`src/rtl/led_pattern_sequencer_pkg.sv`:
```
// Shared types and constants for the LED pattern sequencer.
// Holds the mode encoding, the bounce direction values and the default bank width.
package led_seq_pkg;

    typedef enum logic [1:0] {
        MODE_ALL    = 2'd0,
        MODE_CHASE  = 2'd1,
        MODE_BOUNCE = 2'd2,
        MODE_BLINK  = 2'd3
    } mode_t;

    localparam logic LEFT      = 1'b0;
    localparam logic RIGHT     = 1'b1;
    localparam int   N_LED_DEF = 16;

    function automatic mode_t next_mode(input mode_t m);
        mode_t r;
        case (m)
            MODE_ALL:    r = MODE_CHASE;
            MODE_CHASE:  r = MODE_BOUNCE;
            MODE_BOUNCE: r = MODE_BLINK;
            MODE_BLINK:  r = MODE_ALL;
            default:     r = MODE_ALL;
        endcase
        return r;
    endfunction

endpackage

```
`src/rtl/led_pattern_sequencer_if.sv`:
```
// Board-side bundle of the sequencer: raw switch/button inputs and LED/mode outputs.
// The board (or bench) is the master; the sequencer is the slave.
interface led_pattern_sequencer_if #(
    parameter int N_LED = 16
);
    import led_seq_pkg::*;

    logic             sw0;
    logic             btn_mode;
    logic [N_LED-1:0] led;
    mode_t            mode;

    modport master (output sw0, output btn_mode, input led, input mode);
    modport slave  (input sw0, input btn_mode, output led, output mode);

endinterface

```
`src/rtl/led_pattern_sequencer_debounce.sv`:
```
// Button conditioner: 2-FF synchroniser, stability counter and rising-edge pulse.
// A new level is accepted only after DEBOUNCE_CYCLES consecutive differing samples.
module btn_debounce #(
    parameter int DEBOUNCE_CYCLES = 1_000_000
) (
    input  logic clk,
    input  logic rst_n,
    input  logic btn_raw,
    output logic level,
    output logic rise_pulse
);
    localparam int             CW       = $clog2(DEBOUNCE_CYCLES);
    localparam logic [CW-1:0]  CNT_LAST = CW'(DEBOUNCE_CYCLES - 1);
    localparam logic [CW-1:0]  CNT_ONE  = CW'(1);

    logic          sync1_r;
    logic          sync2_r;
    logic          level_r;
    logic          rise_r;
    logic [CW-1:0] cnt_r;

    // Synchronise, count stable disagreement, accept and flag 0->1 acceptances.
    always_ff @(posedge clk or negedge rst_n) begin
        if (!rst_n) begin
            sync1_r <= 1'b0;
            sync2_r <= 1'b0;
            level_r <= 1'b0;
            rise_r  <= 1'b0;
            cnt_r   <= {CW{1'b0}};
        end else begin
            sync1_r <= btn_raw;
            sync2_r <= sync1_r;
            rise_r  <= 1'b0;
            if (sync2_r != level_r) begin
                if (cnt_r == CNT_LAST) begin
                    level_r <= sync2_r;
                    rise_r  <= sync2_r;
                    cnt_r   <= {CW{1'b0}};
                end else begin
                    cnt_r <= cnt_r + CNT_ONE;
                end
            end else begin
                cnt_r <= {CW{1'b0}};
            end
        end
    end

    assign level      = level_r;
    assign rise_pulse = rise_r;

endmodule

```
`src/rtl/led_pattern_sequencer.sv`:
```
// Clocked LED pattern controller: four modes stepped by a prescaler tick while sw0 runs.
// LED and mode outputs are registered from next-state so changes land one cycle after tick/adv.
module led_pattern_sequencer
    import led_seq_pkg::*;
#(
    parameter int N_LED           = N_LED_DEF,
    parameter int TICK_DIV        = 25_000_000,
    parameter int DEBOUNCE_CYCLES = 1_000_000
) (
    input  logic                     clk,
    input  logic                     rst_n,
    led_pattern_sequencer_if.slave   bus
);
    localparam int            PW        = $clog2(N_LED);
    localparam int            TW        = $clog2(TICK_DIV);
    localparam logic [PW-1:0] POS_ZERO  = {PW{1'b0}};
    localparam logic [PW-1:0] POS_ONE   = PW'(1);
    localparam logic [PW-1:0] POS_LAST  = PW'(N_LED - 1);
    localparam logic [PW-1:0] POS_PEN   = PW'(N_LED - 2);
    localparam logic [TW-1:0] TICK_LAST = TW'(TICK_DIV - 1);
    localparam logic [TW-1:0] TICK_ONE  = TW'(1);

    logic             sw_sync1_r, sw_sync2_r;
    logic             btn_level_s, btn_rise_s;
    logic             run_s, adv_s, tick_s;
    mode_t            mode_r, mode_nxt_s;
    logic [PW-1:0]    pos_r, pos_nxt_s;
    logic             dir_r, dir_nxt_s;
    logic             blink_on_r, blink_nxt_s;
    logic [TW-1:0]    presc_r, presc_nxt_s;
    logic [N_LED-1:0] led_r, led_nxt_s;

    btn_debounce #(.DEBOUNCE_CYCLES(DEBOUNCE_CYCLES)) u_btn (
        .clk        (clk),
        .rst_n      (rst_n),
        .btn_raw    (bus.btn_mode),
        .level      (btn_level_s),
        .rise_pulse (btn_rise_s)
    );

    // Two-stage synchroniser for the run switch.
    always_ff @(posedge clk or negedge rst_n) begin
        if (!rst_n) begin
            sw_sync1_r <= 1'b0;
            sw_sync2_r <= 1'b0;
        end else begin
            sw_sync1_r <= bus.sw0;
            sw_sync2_r <= sw_sync1_r;
        end
    end

    assign run_s = sw_sync2_r;
    assign adv_s = btn_rise_s & btn_level_s;

    // Next-state: adv beats tick; run=0 freezes the pattern and clears the prescaler.
    always_comb begin
        mode_nxt_s  = mode_r;
        pos_nxt_s   = pos_r;
        dir_nxt_s   = dir_r;
        blink_nxt_s = blink_on_r;
        presc_nxt_s = presc_r;
        tick_s      = run_s && (presc_r == TICK_LAST);
        led_nxt_s   = {N_LED{1'b0}};
        if (adv_s) begin
            mode_nxt_s  = next_mode(mode_r);
            pos_nxt_s   = POS_ZERO;
            dir_nxt_s   = LEFT;
            blink_nxt_s = 1'b1;
            presc_nxt_s = {TW{1'b0}};
        end else if (!run_s) begin
            presc_nxt_s = {TW{1'b0}};
        end else if (tick_s) begin
            presc_nxt_s = {TW{1'b0}};
            case (mode_r)
                MODE_CHASE: begin
                    if (pos_r == POS_LAST) pos_nxt_s = POS_ZERO;
                    else                   pos_nxt_s = pos_r + POS_ONE;
                end
                MODE_BOUNCE: begin
                    if (dir_r == LEFT) begin
                        if (pos_r == POS_LAST) begin
                            pos_nxt_s = POS_PEN;
                            dir_nxt_s = RIGHT;
                        end else begin
                            pos_nxt_s = pos_r + POS_ONE;
                        end
                    end else begin
                        if (pos_r == POS_ZERO) begin
                            pos_nxt_s = POS_ONE;
                            dir_nxt_s = LEFT;
                        end else begin
                            pos_nxt_s = pos_r - POS_ONE;
                        end
                    end
                end
                MODE_BLINK: blink_nxt_s = ~blink_on_r;
                default:    blink_nxt_s = blink_on_r;
            endcase
        end else begin
            presc_nxt_s = presc_r + TICK_ONE;
        end

        if (!run_s) begin
            led_nxt_s = {N_LED{1'b0}};
        end else begin
            case (mode_nxt_s)
                MODE_ALL:    led_nxt_s = {N_LED{1'b1}};
                MODE_CHASE,
                MODE_BOUNCE: led_nxt_s = {{(N_LED-1){1'b0}}, 1'b1} << pos_nxt_s;
                MODE_BLINK:  led_nxt_s = blink_nxt_s ? {N_LED{1'b1}} : {N_LED{1'b0}};
                default:     led_nxt_s = {N_LED{1'b0}};
            endcase
        end
    end

    // Mode FSM, pattern state and registered outputs.
    always_ff @(posedge clk or negedge rst_n) begin
        if (!rst_n) begin
            mode_r     <= MODE_ALL;
            pos_r      <= POS_ZERO;
            dir_r      <= LEFT;
            blink_on_r <= 1'b1;
            presc_r    <= {TW{1'b0}};
            led_r      <= {N_LED{1'b0}};
        end else begin
            mode_r     <= mode_nxt_s;
            pos_r      <= pos_nxt_s;
            dir_r      <= dir_nxt_s;
            blink_on_r <= blink_nxt_s;
            presc_r    <= presc_nxt_s;
            led_r      <= led_nxt_s;
        end
    end

    assign bus.led  = led_r;
    assign bus.mode = mode_r;

endmodule
```
`src/flat_wrapper.sv`:
```
// flat-port wrapper written by rule: the top's interface ports become plain ports
module led_pattern_sequencer_flat import led_seq_pkg::*;
#(
    parameter int N_LED           = N_LED_DEF,
    parameter int TICK_DIV        = 25_000_000,
    parameter int DEBOUNCE_CYCLES = 1_000_000
)
  (clk, rst_n, bus_sw0, bus_btn_mode, bus_led, bus_mode);
  led_pattern_sequencer_if #(.N_LED(N_LED)) bus_i ();
  input  logic clk;
  input  logic rst_n;
  input wire logic [$bits(bus_i.sw0)-1:0] bus_sw0;
  input wire logic [$bits(bus_i.btn_mode)-1:0] bus_btn_mode;
  output wire logic [$bits(bus_i.led)-1:0] bus_led;
  output wire logic [$bits(bus_i.mode)-1:0] bus_mode;
  assign bus_i.sw0 = bus_sw0;
  assign bus_i.btn_mode = bus_btn_mode;
  assign bus_led = bus_i.led;
  assign bus_mode = bus_i.mode;
  led_pattern_sequencer #(.N_LED(N_LED), .TICK_DIV(TICK_DIV), .DEBOUNCE_CYCLES(DEBOUNCE_CYCLES)) u_core (.clk(clk), .rst_n(rst_n), .bus(bus_i));
endmodule
```
`config.mk`:
```
export PLATFORM = sky130hd
export DESIGN_NAME = led_pattern_sequencer_flat
export DESIGN_NICKNAME = d
export VERILOG_FILES = /design/src/rtl/led_pattern_sequencer_pkg.sv /design/src/rtl/led_pattern_sequencer_if.sv /design/src/rtl/led_pattern_sequencer_debounce.sv /design/src/rtl/led_pattern_sequencer.sv /design/src/flat_wrapper.sv
export SDC_FILE = /design/constraint.sdc
export NUM_CORES = 1
export LEC_CHECK = 0
export CAP_MARGIN = 20
export CORE_MARGIN = 1.5
export CORE_UTILIZATION = 30
export DETAILED_ROUTE_END_ITERATION = 7
export PLACE_DENSITY = 0.52
export SLEW_MARGIN = 15
export SYNTH_ARGS = -nofsm -noshare
export SYNTH_HDL_FRONTEND = slang
export SYNTH_SLANG_ARGS = --single-unit
```
`constraint.sdc`:
```
create_clock -name clk -period 8.09 [get_ports clk]
set_clock_uncertainty 0.2 [all_clocks]
set_input_delay 1.618 -clock clk [delete_from_list [all_inputs] [get_ports clk]]
set_output_delay 1.618 -clock clk [all_outputs]
set_load 0.05 [all_outputs]
```
==> impl_metrics.env <==
export IMPL_outcome="finished clean"
export IMPL_fill_cells=1231
export IMPL_ir_drop_v=0.0000962
export IMPL_area_growth_synth_to_final_pct=17.0
export IMPL_cts_root_buf="clkbuf_16"
export IMPL_startpoint_type="flop"
export IMPL_num_antenna_cells=0
export IMPL_grt_remaining_overflow=0
export IMPL_cts_buffer_depth=2
export IMPL_syn_inst=375
export IMPL_worstPathArrival_ps=1630
export IMPL_rows=40
export IMPL_cp_slowest_cell="clkdlybuf4s50_1"
export IMPL_min_period_ps=3440
export IMPL_holdBufCountCts=0
export IMPL_synthTopCellsByArea="dfrtp_1, xor2_1, nor2_1, ha_1, xnor2_1"
export IMPL_met3_usage_pct=4.64
export IMPL_nets=412
export IMPL_initial_core_util_pct=31.0
export IMPL_drive_gt1_share_pct=9.23
export IMPL_syn_cell_area_sq_um=3750
export IMPL_regArea_sq_um=1880
export IMPL_cts_resized=0
export IMPL_clk_latency_ps=330
export IMPL_worst_pin_slew_ps=991
export IMPL_yosysTopAreaCellShare_pct=49.4
export IMPL_crit_required_ps=6270
export IMPL_place_congestion=0.773
export IMPL_yosys_register_bits=75
export IMPL_synth_cell_types=56
export IMPL_ys_flop_type="dfrtp_1"
export IMPL_fin_tns_setup_ps=0
export IMPL_first_pass_iters=4
export IMPL_grt_pass1_vias=2671
export IMPL_yosysWarningCount=0
export IMPL_grt_use_met1_pct=16.6
export IMPL_yosys_area_top_type="dfrtp_1"
export IMPL_reg2reg_slack_ps=4820
export IMPL_slowest_delay_ps=860
export IMPL_drcViolationCount=0
export IMPL_hold_viol_final=0
export IMPL_clock_sinks=75
export IMPL_multi_input_area_sq_um=1770
export IMPL_path_class="flop to output pin"
export IMPL_via_count=2728
export IMPL_rr_worst_depth=6
export IMPL_crit_cells=1
export IMPL_total_power_uw=793
export IMPL_cts_buffers=9
export IMPL_path_cells="clkdlybuf4s50_1"
export IMPL_synth_edf_count=0
export IMPL_io_pins=22
export IMPL_dieArea_sq_um=13200
export IMPL_p_per_area_nw_per_um2=181
export IMPL_drt_iter0_drc=165
export IMPL_path_delay_family="buffers and inverters"
export IMPL_core_sq_um=12100
export IMPL_p_leak_nw=1.79
export IMPL_grtUsageTotal_pct=12.6
export IMPL_hpwl_microns=5200
export IMPL_min_path_type="flop to flop"
export IMPL_setup_violations=0
export IMPL_slew_headroom_pct=33.7
export IMPL_grt_antenna_before_repair=0
export IMPL_timing_final_crit_share_pct=42.6
export IMPL_hold_path_cell_count=0
export IMPL_routed_wl_microns=7530
export IMPL_most_common_layout_cells="dfrtp_1, nor2_1, xor2_1, nand2_1, nand3_1"
export IMPL_busiest_layer="met2"
export IMPL_grt_pass1_wl_microns=13000
export IMPL_rsz0062_at_grt="false"
export IMPL_fmax_ghz=0.290
export IMPL_htreeDepth=3
export IMPL_die_h_microns=115
export IMPL_die_x_microns=115
export IMPL_ys_async_sr_fraction_pct=100
export IMPL_gr_usage_met2_pct=19.8
export IMPL_numPortBuffers=21
export IMPL_drtAntennaViolNets=0
export IMPL_syn_area_per_cell_sq_um=10.0
export IMPL_drv_slew=0
export IMPL_syn_nets=391
export IMPL_path_clk_slew_ps=60
export IMPL_postCtsSetupBuffers=0
export IMPL_maxCapViolCount=0
export IMPL_cts_tree="done"
export IMPL_critPathMaxFanout=5
export IMPL_ys_seq_area_share_pct=50.1
export IMPL_wl_per_cell_microns=13.2
export IMPL_end_kind="output pin"
export IMPL_worst_path_buf_inv=1
export IMPL_mostFrequentLayoutCell="dfrtp_1"
export IMPL_grt_max_degree=76
export IMPL_vias_per_cell=4.79
==> metrics by stage <==
step           std cells  hold slack, ps  utilization (%)  worst slack, ps  instance area (sq um)
2_1_floorplan        375             131                -             4970                   3750
3_3_place_gp         553             134             34.0             4880                   4120
3_5_place_dp         553             138             34.0             4820                   4120
4_1_cts              569             151             36.2             4620                   4390
5_1_grt              569             156             36.2             4590                   4390
6_report             569             149             36.2             4650                   4390
==> Yosys cell counts (all sizes together) (4+ instances only) <==
| library cell | n |
|---|---|
| clkbuf | 9 |
| and3 | 10 |
| nor3 | 5 |
| nand2b | 4 |
| nand2 | 24 |
| ha | 12 |
| xor2 | 25 |
| nor2 | 58 |
| nand4 | 9 |
| inv | 12 |
| nor4 | 5 |
| nand3 | 23 |
| dfrtp | 74 |
| or3 | 4 |
| xnor2 | 17 |
| o21ai | 20 |
| a21oi | 12 |
| and4 | 4 |
==> sequential cells by signal, indices dropped and copies added, names as in the netlist, 2 cells and up <==
signal	count
u_core.presc_r	25
u_core.bus.mode	2
u_core.pos_r	4
u_core.bus.led	16
u_core.u_btn.cnt_r	20
==> area by class of cell <==
type	instances	share of cell area [%]
clock buffers	11	5.31
clock inverters	5	0.884
inverters	12	1.03
multi-input cells	277	40.4
flip-flops and latches	75	42.8
well taps	168	4.79
repair buffers	21	4.73
==> cells by family after synthesis <==
group	count (synthesis)	synth area share, %
AOI/OAI and AO/OA	51	8.98
xor gates and xnor gates	42	9.81
adders and majority gates	12	4.00
buffers and inverters	23	2.60
DFF	75	50.1
muxes	2	0.601
and+or+nand+nor	170	23.9
==> power by group <==
part	leakage [nW]	internal (mW)	switching [mW]
sequential	0.993	0.383	0.00474
combinational	0.681	0.0117	0.0312
clock	0.118	0.209	0.154
total	1.79	0.603	0.190
==> worst register-to-register path, delay by kind of cell, from the launching register on <==
family | cells | cell delay [ps]
and+or+nand+nor | 4 | 2010
muxes | 1 | 430
DFF | 1 | 420
AOI/OAI and AO/OA | 1 | 140
==> path summary, 6_finish.rpt <==
check                                                   end                           start
setup / recovery                                bus_mode[1]    u_core.bus.mode[1]$_DFF_PN0_
hold / removal               u_core.u_btn.sync2_r$_DFF_PN0_  u_core.u_btn.sync1_r$_DFF_PN0_
setup reg to reg                u_core.bus.led[3]$_DFF_PN0_    u_core.presc_r[10]$_DFF_PN0_
hold reg to reg              u_core.u_btn.sync2_r$_DFF_PN0_  u_core.u_btn.sync1_r$_DFF_PN0_
max in group asynchronous       u_core.presc_r[4]$_DFF_PN0_                           rst_n
min in group asynchronous  u_core.u_btn.cnt_r[11]$_DFF_PN0_                           rst_n
==> per-layer routing <==
metal | share of wire (%) | up-vias
li1 | - | 1343
met1 | 47 | 1309
met2 | 47 | 67
met3 | 5.2 | 9
met4 | 1.2 | 0
met5 | 0 | -
No activity file was read; power rests on OpenSTA's default activity.
